==> src/rtl/usb_ep_pkg.sv <==
// Shared handshake codes and transaction states for the usb_ep_buffer endpoint block.
package usb_ep_pkg;

    localparam logic [1:0] HS_ACK   = 2'b00;
    localparam logic [1:0] HS_NONE  = 2'b01;
    localparam logic [1:0] HS_NAK   = 2'b10;
    localparam logic [1:0] HS_STALL = 2'b11;

    typedef enum logic [1:0] {
        ST_IDLE   = 2'd0,
        ST_OUT_RX = 2'd1,
        ST_IN_TX  = 2'd2,
        ST_END    = 2'd3
    } ep_state_t;

endpackage

==> src/rtl/usb_ep_fifo.sv <==
// Show-ahead byte FIFO with committed and tentative pointers; TENT_WR selects which side
// (write or read) is tentative and therefore subject to commit/rewind.
module usb_ep_fifo #(
    parameter int DEPTH   = 128,
    parameter bit TENT_WR = 1'b1,
    localparam int AW     = $clog2(DEPTH),
    localparam int PW     = AW + 1
) (
    input  logic          clk,
    input  logic          rst,
    input  logic          wr_en,
    input  logic [7:0]    wr_data,
    input  logic          rd_en,
    input  logic          commit,
    input  logic          rewind,
    output logic [7:0]    rd_data,
    output logic [PW-1:0] level,
    output logic [PW-1:0] used
);

    logic [7:0]    mem [DEPTH];
    logic [PW-1:0] wr_com, wr_tent, rd_com, rd_tent;
    logic [PW-1:0] wr_nxt, rd_nxt;

    assign wr_nxt = wr_tent + PW'(wr_en);
    assign rd_nxt = rd_tent + PW'(rd_en);

    // The committed side of the non-tentative direction simply tracks its tentative twin.
    always_ff @(posedge clk) begin
        if (rst) begin
            wr_com  <= '0;
            wr_tent <= '0;
            rd_com  <= '0;
            rd_tent <= '0;
        end else if (TENT_WR) begin
            wr_tent <= rewind ? wr_com : wr_nxt;
            rd_tent <= rd_nxt;
            rd_com  <= rd_nxt;
            if (commit) wr_com <= wr_nxt;
        end else begin
            wr_tent <= wr_nxt;
            wr_com  <= wr_nxt;
            rd_tent <= rewind ? rd_com : rd_nxt;
            if (commit) rd_com <= rd_nxt;
        end
    end

    always_ff @(posedge clk) begin
        if (wr_en) mem[wr_tent[AW-1:0]] <= wr_data;
    end

    assign rd_data = mem[rd_tent[AW-1:0]];
    assign level   = wr_com - rd_tent;
    assign used    = wr_tent - rd_com;

endmodule

==> src/rtl/usb_ep_buffer.sv <==
// Multi-endpoint bulk packet buffer between the usb core transaction interface and app streams.
// Define USB_EP_HALT_EN to add the ep_halt input, which STALLs an endpoint in both directions.
module usb_ep_buffer
    import usb_ep_pkg::*;
#(
    parameter int NUM_EP  = 2,
    parameter int DEPTH   = 128,
    parameter int MAX_PKT = 64
) (
    input  logic                  clk,
    input  logic                  rst,
    input  logic                  usb_rst,
    input  logic [3:0]            usb_endpoint,
    input  logic                  usb_transaction_active,
    input  logic                  usb_direction_in,
    input  logic                  usb_setup,
    input  logic                  usb_success,
    input  logic                  usb_data_strobe,
    input  logic [7:0]            usb_data_out,
    output logic [7:0]            usb_data_in,
    output logic                  usb_data_in_valid,
    output logic                  usb_data_toggle,
    output logic [1:0]            usb_handshake,
`ifdef USB_EP_HALT_EN
    input  logic [NUM_EP-1:0]     ep_halt,
`endif
    output logic [8*NUM_EP-1:0]   out_data,
    output logic [NUM_EP-1:0]     out_valid,
    input  logic [NUM_EP-1:0]     out_ready,
    input  logic [8*NUM_EP-1:0]   in_data,
    input  logic [NUM_EP-1:0]     in_valid,
    output logic [NUM_EP-1:0]     in_ready
);

    localparam int PW = $clog2(DEPTH) + 1;
    localparam int CW = $clog2(MAX_PKT + 1);
    localparam int EW = (NUM_EP > 1) ? $clog2(NUM_EP) : 1;

    ep_state_t         state;
    logic              rst_all, ta_q, succ_q, dir_q, mapped;
    logic [EW-1:0]     ep_q, ep_idx;
    logic [1:0]        hs_q, hs_c;
    logic              tog_q, tog_c;
    logic [CW-1:0]     cnt, len_q, len_c;
    logic [NUM_EP-1:0] out_tog, in_tog, halt, halt_clr;
    logic [PW-1:0]     out_level [NUM_EP];
    logic [PW-1:0]     out_used  [NUM_EP];
    logic [PW-1:0]     in_level  [NUM_EP];
    logic [PW-1:0]     in_used   [NUM_EP];
    logic [7:0]        out_rdata [NUM_EP];
    logic [7:0]        in_rdata  [NUM_EP];
    logic [PW-1:0]     out_used_sel, in_level_sel;
    logic              xfer_ack, usb_wr, usb_rd, end_commit, end_rewind;

    assign rst_all = rst | usb_rst;
    assign mapped  = (usb_endpoint != 4'd0) && (usb_endpoint <= 4'(NUM_EP)) && !usb_setup;
    assign ep_idx  = EW'(usb_endpoint - 4'd1);

`ifdef USB_EP_HALT_EN
    logic [NUM_EP-1:0] halt_q;
    assign halt     = ep_halt;
    assign halt_clr = halt_q & ~ep_halt;
    always_ff @(posedge clk) begin
        if (rst_all) halt_q <= '0;
        else         halt_q <= ep_halt;
    end
`else
    assign halt     = '0;
    assign halt_clr = '0;
`endif

    always_comb begin
        out_used_sel = '0;
        in_level_sel = '0;
        for (int i = 0; i < NUM_EP; i++) begin
            if (ep_idx == EW'(i)) begin
                out_used_sel = out_used[i];
                in_level_sel = in_level[i];
            end
        end
    end

    // Token decode while idle; these values are frozen into hs_q/tog_q/len_q at transaction start.
    always_comb begin
        hs_c  = HS_NONE;
        tog_c = 1'b0;
        len_c = (in_level_sel >= PW'(MAX_PKT)) ? CW'(MAX_PKT) : CW'(in_level_sel);
        if (mapped) begin
            tog_c = usb_direction_in ? in_tog[ep_idx] : out_tog[ep_idx];
            if (halt[ep_idx])          hs_c = HS_STALL;
            else if (usb_direction_in) hs_c = (in_level_sel != '0) ? HS_ACK : HS_NAK;
            else                       hs_c = (out_used_sel <= PW'(DEPTH - MAX_PKT)) ? HS_ACK : HS_NAK;
        end
    end

    assign xfer_ack   = (hs_q == HS_ACK);
    assign usb_wr     = (state == ST_OUT_RX) && xfer_ack && usb_data_strobe && (cnt < CW'(MAX_PKT));
    assign usb_rd     = (state == ST_IN_TX) && xfer_ack && usb_data_strobe && (cnt < len_q);
    assign end_commit = (state == ST_END) && xfer_ack && succ_q;
    assign end_rewind = (state == ST_END) && !end_commit;

    assign usb_data_in_valid = (state == ST_IN_TX) && xfer_ack && (cnt < len_q);
    assign usb_handshake     = (state == ST_IDLE) ? hs_c : hs_q;
    assign usb_data_toggle   = (state == ST_IDLE) ? tog_c : tog_q;

    always_comb begin
        usb_data_in = 8'h00;
        for (int i = 0; i < NUM_EP; i++) begin
            if (usb_data_in_valid && ep_q == EW'(i)) usb_data_in = in_rdata[i];
        end
    end

    always_ff @(posedge clk) begin
        ta_q <= usb_transaction_active;
        if (rst_all) begin
            state  <= ST_IDLE;
            hs_q   <= HS_NONE;
            tog_q  <= 1'b0;
            ep_q   <= '0;
            dir_q  <= 1'b0;
            succ_q <= 1'b0;
            cnt    <= '0;
            len_q  <= '0;
        end else begin
            unique case (state)
                ST_IDLE: begin
                    if (usb_transaction_active && !ta_q && mapped) begin
                        state <= usb_direction_in ? ST_IN_TX : ST_OUT_RX;
                        hs_q  <= hs_c;
                        tog_q <= tog_c;
                        ep_q  <= ep_idx;
                        dir_q <= usb_direction_in;
                        cnt   <= '0;
                        len_q <= len_c;
                    end
                end
                ST_OUT_RX, ST_IN_TX: begin
                    if (usb_wr || usb_rd) cnt <= cnt + CW'(1);
                    if (!usb_transaction_active) begin
                        state  <= ST_END;
                        succ_q <= usb_success;
                    end
                end
                default: state <= ST_IDLE;
            endcase
        end
    end

    always_ff @(posedge clk) begin
        if (rst_all) begin
            out_tog <= '0;
            in_tog  <= '0;
        end else begin
            for (int i = 0; i < NUM_EP; i++) begin
                if (end_commit && ep_q == EW'(i)) begin
                    if (dir_q) in_tog[i]  <= ~in_tog[i];
                    else       out_tog[i] <= ~out_tog[i];
                end
                if (halt_clr[i]) begin
                    in_tog[i]  <= 1'b0;
                    out_tog[i] <= 1'b0;
                end
            end
        end
    end

    for (genvar i = 0; i < NUM_EP; i++) begin : g_ep
        logic sel;
        assign sel = (ep_q == EW'(i));

        usb_ep_fifo #(.DEPTH(DEPTH), .TENT_WR(1'b1)) u_out (
            .clk     (clk),
            .rst     (rst_all),
            .wr_en   (usb_wr && sel),
            .wr_data (usb_data_out),
            .rd_en   (out_valid[i] && out_ready[i]),
            .commit  (end_commit && sel && !dir_q),
            .rewind  (end_rewind && sel && !dir_q),
            .rd_data (out_rdata[i]),
            .level   (out_level[i]),
            .used    (out_used[i])
        );

        usb_ep_fifo #(.DEPTH(DEPTH), .TENT_WR(1'b0)) u_in (
            .clk     (clk),
            .rst     (rst_all),
            .wr_en   (in_valid[i] && in_ready[i]),
            .wr_data (in_data[8*i +: 8]),
            .rd_en   (usb_rd && sel),
            .commit  (end_commit && sel && dir_q),
            .rewind  (end_rewind && sel && dir_q),
            .rd_data (in_rdata[i]),
            .level   (in_level[i]),
            .used    (in_used[i])
        );

        assign out_valid[i]       = (out_level[i] != '0);
        assign in_ready[i]        = (in_used[i] < PW'(DEPTH));
        assign out_data[8*i +: 8] = out_valid[i] ? out_rdata[i] : 8'h00;
    end

endmodule

==> config.mk <==
export PLATFORM = sky130hd
export DESIGN_NAME = usb_ep_buffer
export DESIGN_NICKNAME = d
export VERILOG_FILES = /design/src/rtl/usb_ep_pkg.sv /design/src/rtl/usb_ep_fifo.sv /design/src/rtl/usb_ep_buffer.sv
export SDC_FILE = /design/constraint.sdc
export NUM_CORES = 2
export LEC_CHECK = 0
export CORE_MARGIN = 4
export CORE_UTILIZATION = 55
export CTS_BUF_LIST = sky130_fd_sc_hd__clkbuf_8 sky130_fd_sc_hd__clkbuf_16
export CTS_CLUSTER_SIZE = 25
export DETAILED_ROUTE_END_ITERATION = 10
export PLACE_DENSITY = 0.72
export SYNTH_ARGS = -nofsm -noshare
export SYNTH_HDL_FRONTEND = slang
export SYNTH_SLANG_ARGS = --single-unit
export TNS_END_PERCENT = 1
==> constraint.sdc <==
create_clock -name clk -period 5 [get_ports clk]
set_input_delay 0.5 -clock clk [delete_from_list [all_inputs] [get_ports clk]]
set_output_delay 0.5 -clock clk [all_outputs]
set_load 0.02 [all_outputs]
==> results.sh <==
export IMPL_setup_viol=2
export IMPL_rrSetupSlack_ps=900
export IMPL_worst_setup_path_end_kind="output pin"
export IMPL_cts_sinks=4219
export IMPL_place_ws_ps=497
export IMPL_synth_seq_cells=4219
export IMPL_yosysTopAreaCellShare_pct=73.7
export IMPL_failed_checks="setup timing"
export IMPL_drtAntennaViolNets=0
export IMPL_numCtsBuffers=416
export IMPL_rsz0062_at_grt="true"
export IMPL_place_congestion=0.900
export IMPL_status="complete, but fails checks"
export IMPL_worstReg2RegEnd="g_ep[1].u_in.mem[10][1]"
export IMPL_cts_root_buf="clkbuf_16"
export IMPL_viasPerCell=6.54
export IMPL_drcViolationCount=0
export IMPL_worstMarginPinSlew_ps=1380
export IMPL_pwr_share_comb_pct=1.3
export IMPL_critPathLaunchType="flop"
export IMPL_cp_data_required_time_ps=4500
export IMPL_slew_viol_final=0
export IMPL_crit_path_max_fanout=51
export IMPL_wirelength_um=402000
export IMPL_p_int_uw=56400
export IMPL_crit_type="flop to output pin"
export IMPL_pwr_share_seq_pct=55.0
export IMPL_ys_async_sr_fraction_pct=0
export IMPL_cts_tree="yes"
export IMPL_vias=85200
export IMPL_grt_pass1_vias=86300
export IMPL_rr_startpoint="g_ep[1].u_in.wr_tent[1]"
export IMPL_cts_max_level=5
export IMPL_rows=202
export IMPL_fp_dieW_um=559
export IMPL_ios=72
export IMPL_hold_class="input port to flop"
export IMPL_startpoint="g_ep[0].u_in.rd_tent[1]"
export IMPL_regArea_um2=126000
export IMPL_synth_edf_count=4096
export IMPL_skew_ps=45.6
export IMPL_maxCapViolations=0
export IMPL_min_period_over_period_pct=101
export IMPL_setup_ws_ps=-41.4
export IMPL_final_cell_mix="edfxtp_1, mux4_2, buf_4"
export IMPL_grt_pass1_wl_um=593000
export IMPL_reg2regPathDepth=10
export IMPL_hold_buffers=0
export IMPL_clk_insertion_delay_late_ps=970
export IMPL_die_y_um=559
export IMPL_synth_avg_cell_area_um2=20.8
export IMPL_grt_overflow=0
export IMPL_synthDistinctLibCells=82
export IMPL_drt_iter0_drc=11200
export IMPL_wire_per_inst_um=30.8
export IMPL_drt_pass1_iterations=6
export IMPL_io_buffers=71
export IMPL_start_util_pct=55.2
export IMPL_final_net_count=8827
export IMPL_synthTopCellsByArea="edfxtp_1, mux4_2, dfxtp_1, mux2i_1, nor2_1"
export IMPL_die_area_um2=312000
export IMPL_dp_hpwl_um=242000
export IMPL_areaGrowthSynthToFinish_pct=14.0
export IMPL_synthCells=8028
export IMPL_fin_crit_ps=5040
export IMPL_grt_max_degree=185
export IMPL_grt_use_total_pct=25.5
export IMPL_antenna_found_initial=9
export IMPL_fill_cells=19700
export IMPL_synthFlopType="edfxtp_1"
export IMPL_p_leak_uw=0.0590
export IMPL_layout_drive_gt1_share_pct=28.1
export IMPL_yosys_area_top_type="edfxtp_1"
export IMPL_multi_input_area_um2=39500
export IMPL_clk_pin_slew_ps=70
export IMPL_power_total_uw=70500
export IMPL_power_switching_uw=14100
export IMPL_switching_share_pct=20.0
export IMPL_critPathCapture="usb_data_in[5]"
export IMPL_core_area_um2=303000
export IMPL_arrival_ps=4540
export IMPL_slew_headroom_pct=7.81
export IMPL_clock_power_share_pct=43.8
export IMPL_max_vdd_ir_drop_v=0.000301
export IMPL_final_common_cell="edfxtp_1"
export IMPL_hold_viol=0
export IMPL_synth_net_count=8154
export IMPL_syn_area_um2=167000
export IMPL_yosysSeqAreaShare_pct=75.2
export IMPL_cts_buffer_depth=4
export IMPL_yosys_warnings=0
export IMPL_power_density_nw_per_um2=371
export IMPL_fmax_ghz=0.198
worst min path at each step:
stage,startpoint,endpoint,slack (ps),cells past startpoint
4_1_cts,in_data[3],g_ep[0].u_in.mem[0][3],60,1
3_3_place_gp,hs_q[0],hs_q[0],450,2
2_1_floorplan,len_q[3],len_q[3],430,2
3_5_place_dp,len_q[3],len_q[3],450,2
5_1_grt,usb_transaction_active,ta_q,100,1
6_report,usb_data_out[5],g_ep[1].u_out.mem[25][5],90,1
worst max-delay path, cell delays in order, from the launching register on:
cell,delay (ps)
dfxtp_4,430
buf_12,300
and3b_1,780
a221o_1,340
o22ai_1,120
o21ai_0,400
o22ai_2,300
a31o_2,370
clkdlybuf4s50_1,560
cell type report:
type | count | share of cell area [%]
diodes | 5 | 0.00658
clock buffers | 420 | 5.52
clock inverters | 342 | 1.60
inverters | 72 | 0.151
multi-input cells | 3267 | 20.8
flip-flops and latches | 4219 | 66.0
well taps | 3978 | 2.62
repair buffers | 725 | 3.40
cells in the mapped netlist, types with 85 or more instances:
library cell	instances
a21oi_1	87
buf_2	136
clkbuf_1	225
dfxtp_1	123
edfxtp_1	4096
mux2i_1	213
mux4_2	1135
nand2_1	248
nor2_1	456
nor3_1	134
nor4_1	159
o21ai_0	85
routing by layer:
metal | global-route usage (%) | routed length [µm] | vias to the layer above
li1 | - | - | 35000
met1 | 36.3 | 153000 | 44600
met2 | 39.9 | 193000 | 4774
met3 | 5.51 | 40200 | 857
met4 | 8.54 | 15500 | 2
met5 | 0 | 13 | -
cells by family (layout without fill, tap and decap cells):
family	count (synthesis)	after routing	synth area share [%]
adders and majority gates	86	86	0.663
xor gates and xnor gates	78	78	0.409
buffers and inverters	542	1559	1.53
and+or+nand+nor	1223	1223	3.40
other	0	5	0
muxes	1357	1357	16.7
DFF	4219	4219	75.2
AOI/OAI and AO/OA	523	523	2.19
through the flow:
stage               std cells  hold WS [ps]  TNS, ps  area [µm²]  utilization [%]
floorplan                8028           432        0      167000                -
global placement        12200           446        0      176000             58.2
detailed placement      12200           452        0      176000             58.2
CTS                     13000          56.6     -637      190000             62.8
global route            13000          95.3     -608      190000             62.9
finish                  13000          89.9    -57.3      190000             62.9
power by group through the flow:
stage | logic (µW) | clock network (µW) | registers [µW]
floorplan | 146 | 0 | 39500
global placement | 832 | 0 | 39500
detailed placement | 891 | 0 | 39500
CTS | 893 | 31200 | 38800
global route | 952 | 32900 | 38700
finish | 895 | 30900 | 38800
registers in the layout (all words and copies together) (netlist names), 8 cells and up:
signal / cells
g_ep.u_in.mem: 2048
g_ep.u_in.rd_com: 16
g_ep.u_in.rd_tent: 16
g_ep.u_in.wr_com: 8
g_ep.u_in.wr_tent: 8
g_ep.u_out.mem: 2048
g_ep.u_out.rd_com: 16
g_ep.u_out.wr_com: 16
g_ep.u_out.wr_tent: 16
what timing repair did:
action                                  in CTS  in global routing
endpoints found under the setup margin      25                 24
gates resized for setup                     38                 34
setup buffers                                8                 11
pin swaps                                    1                  1
gates cloned                                 1                  2
endpoints found under the hold margin        0                  0
Power figures use the tool's default switching activity.
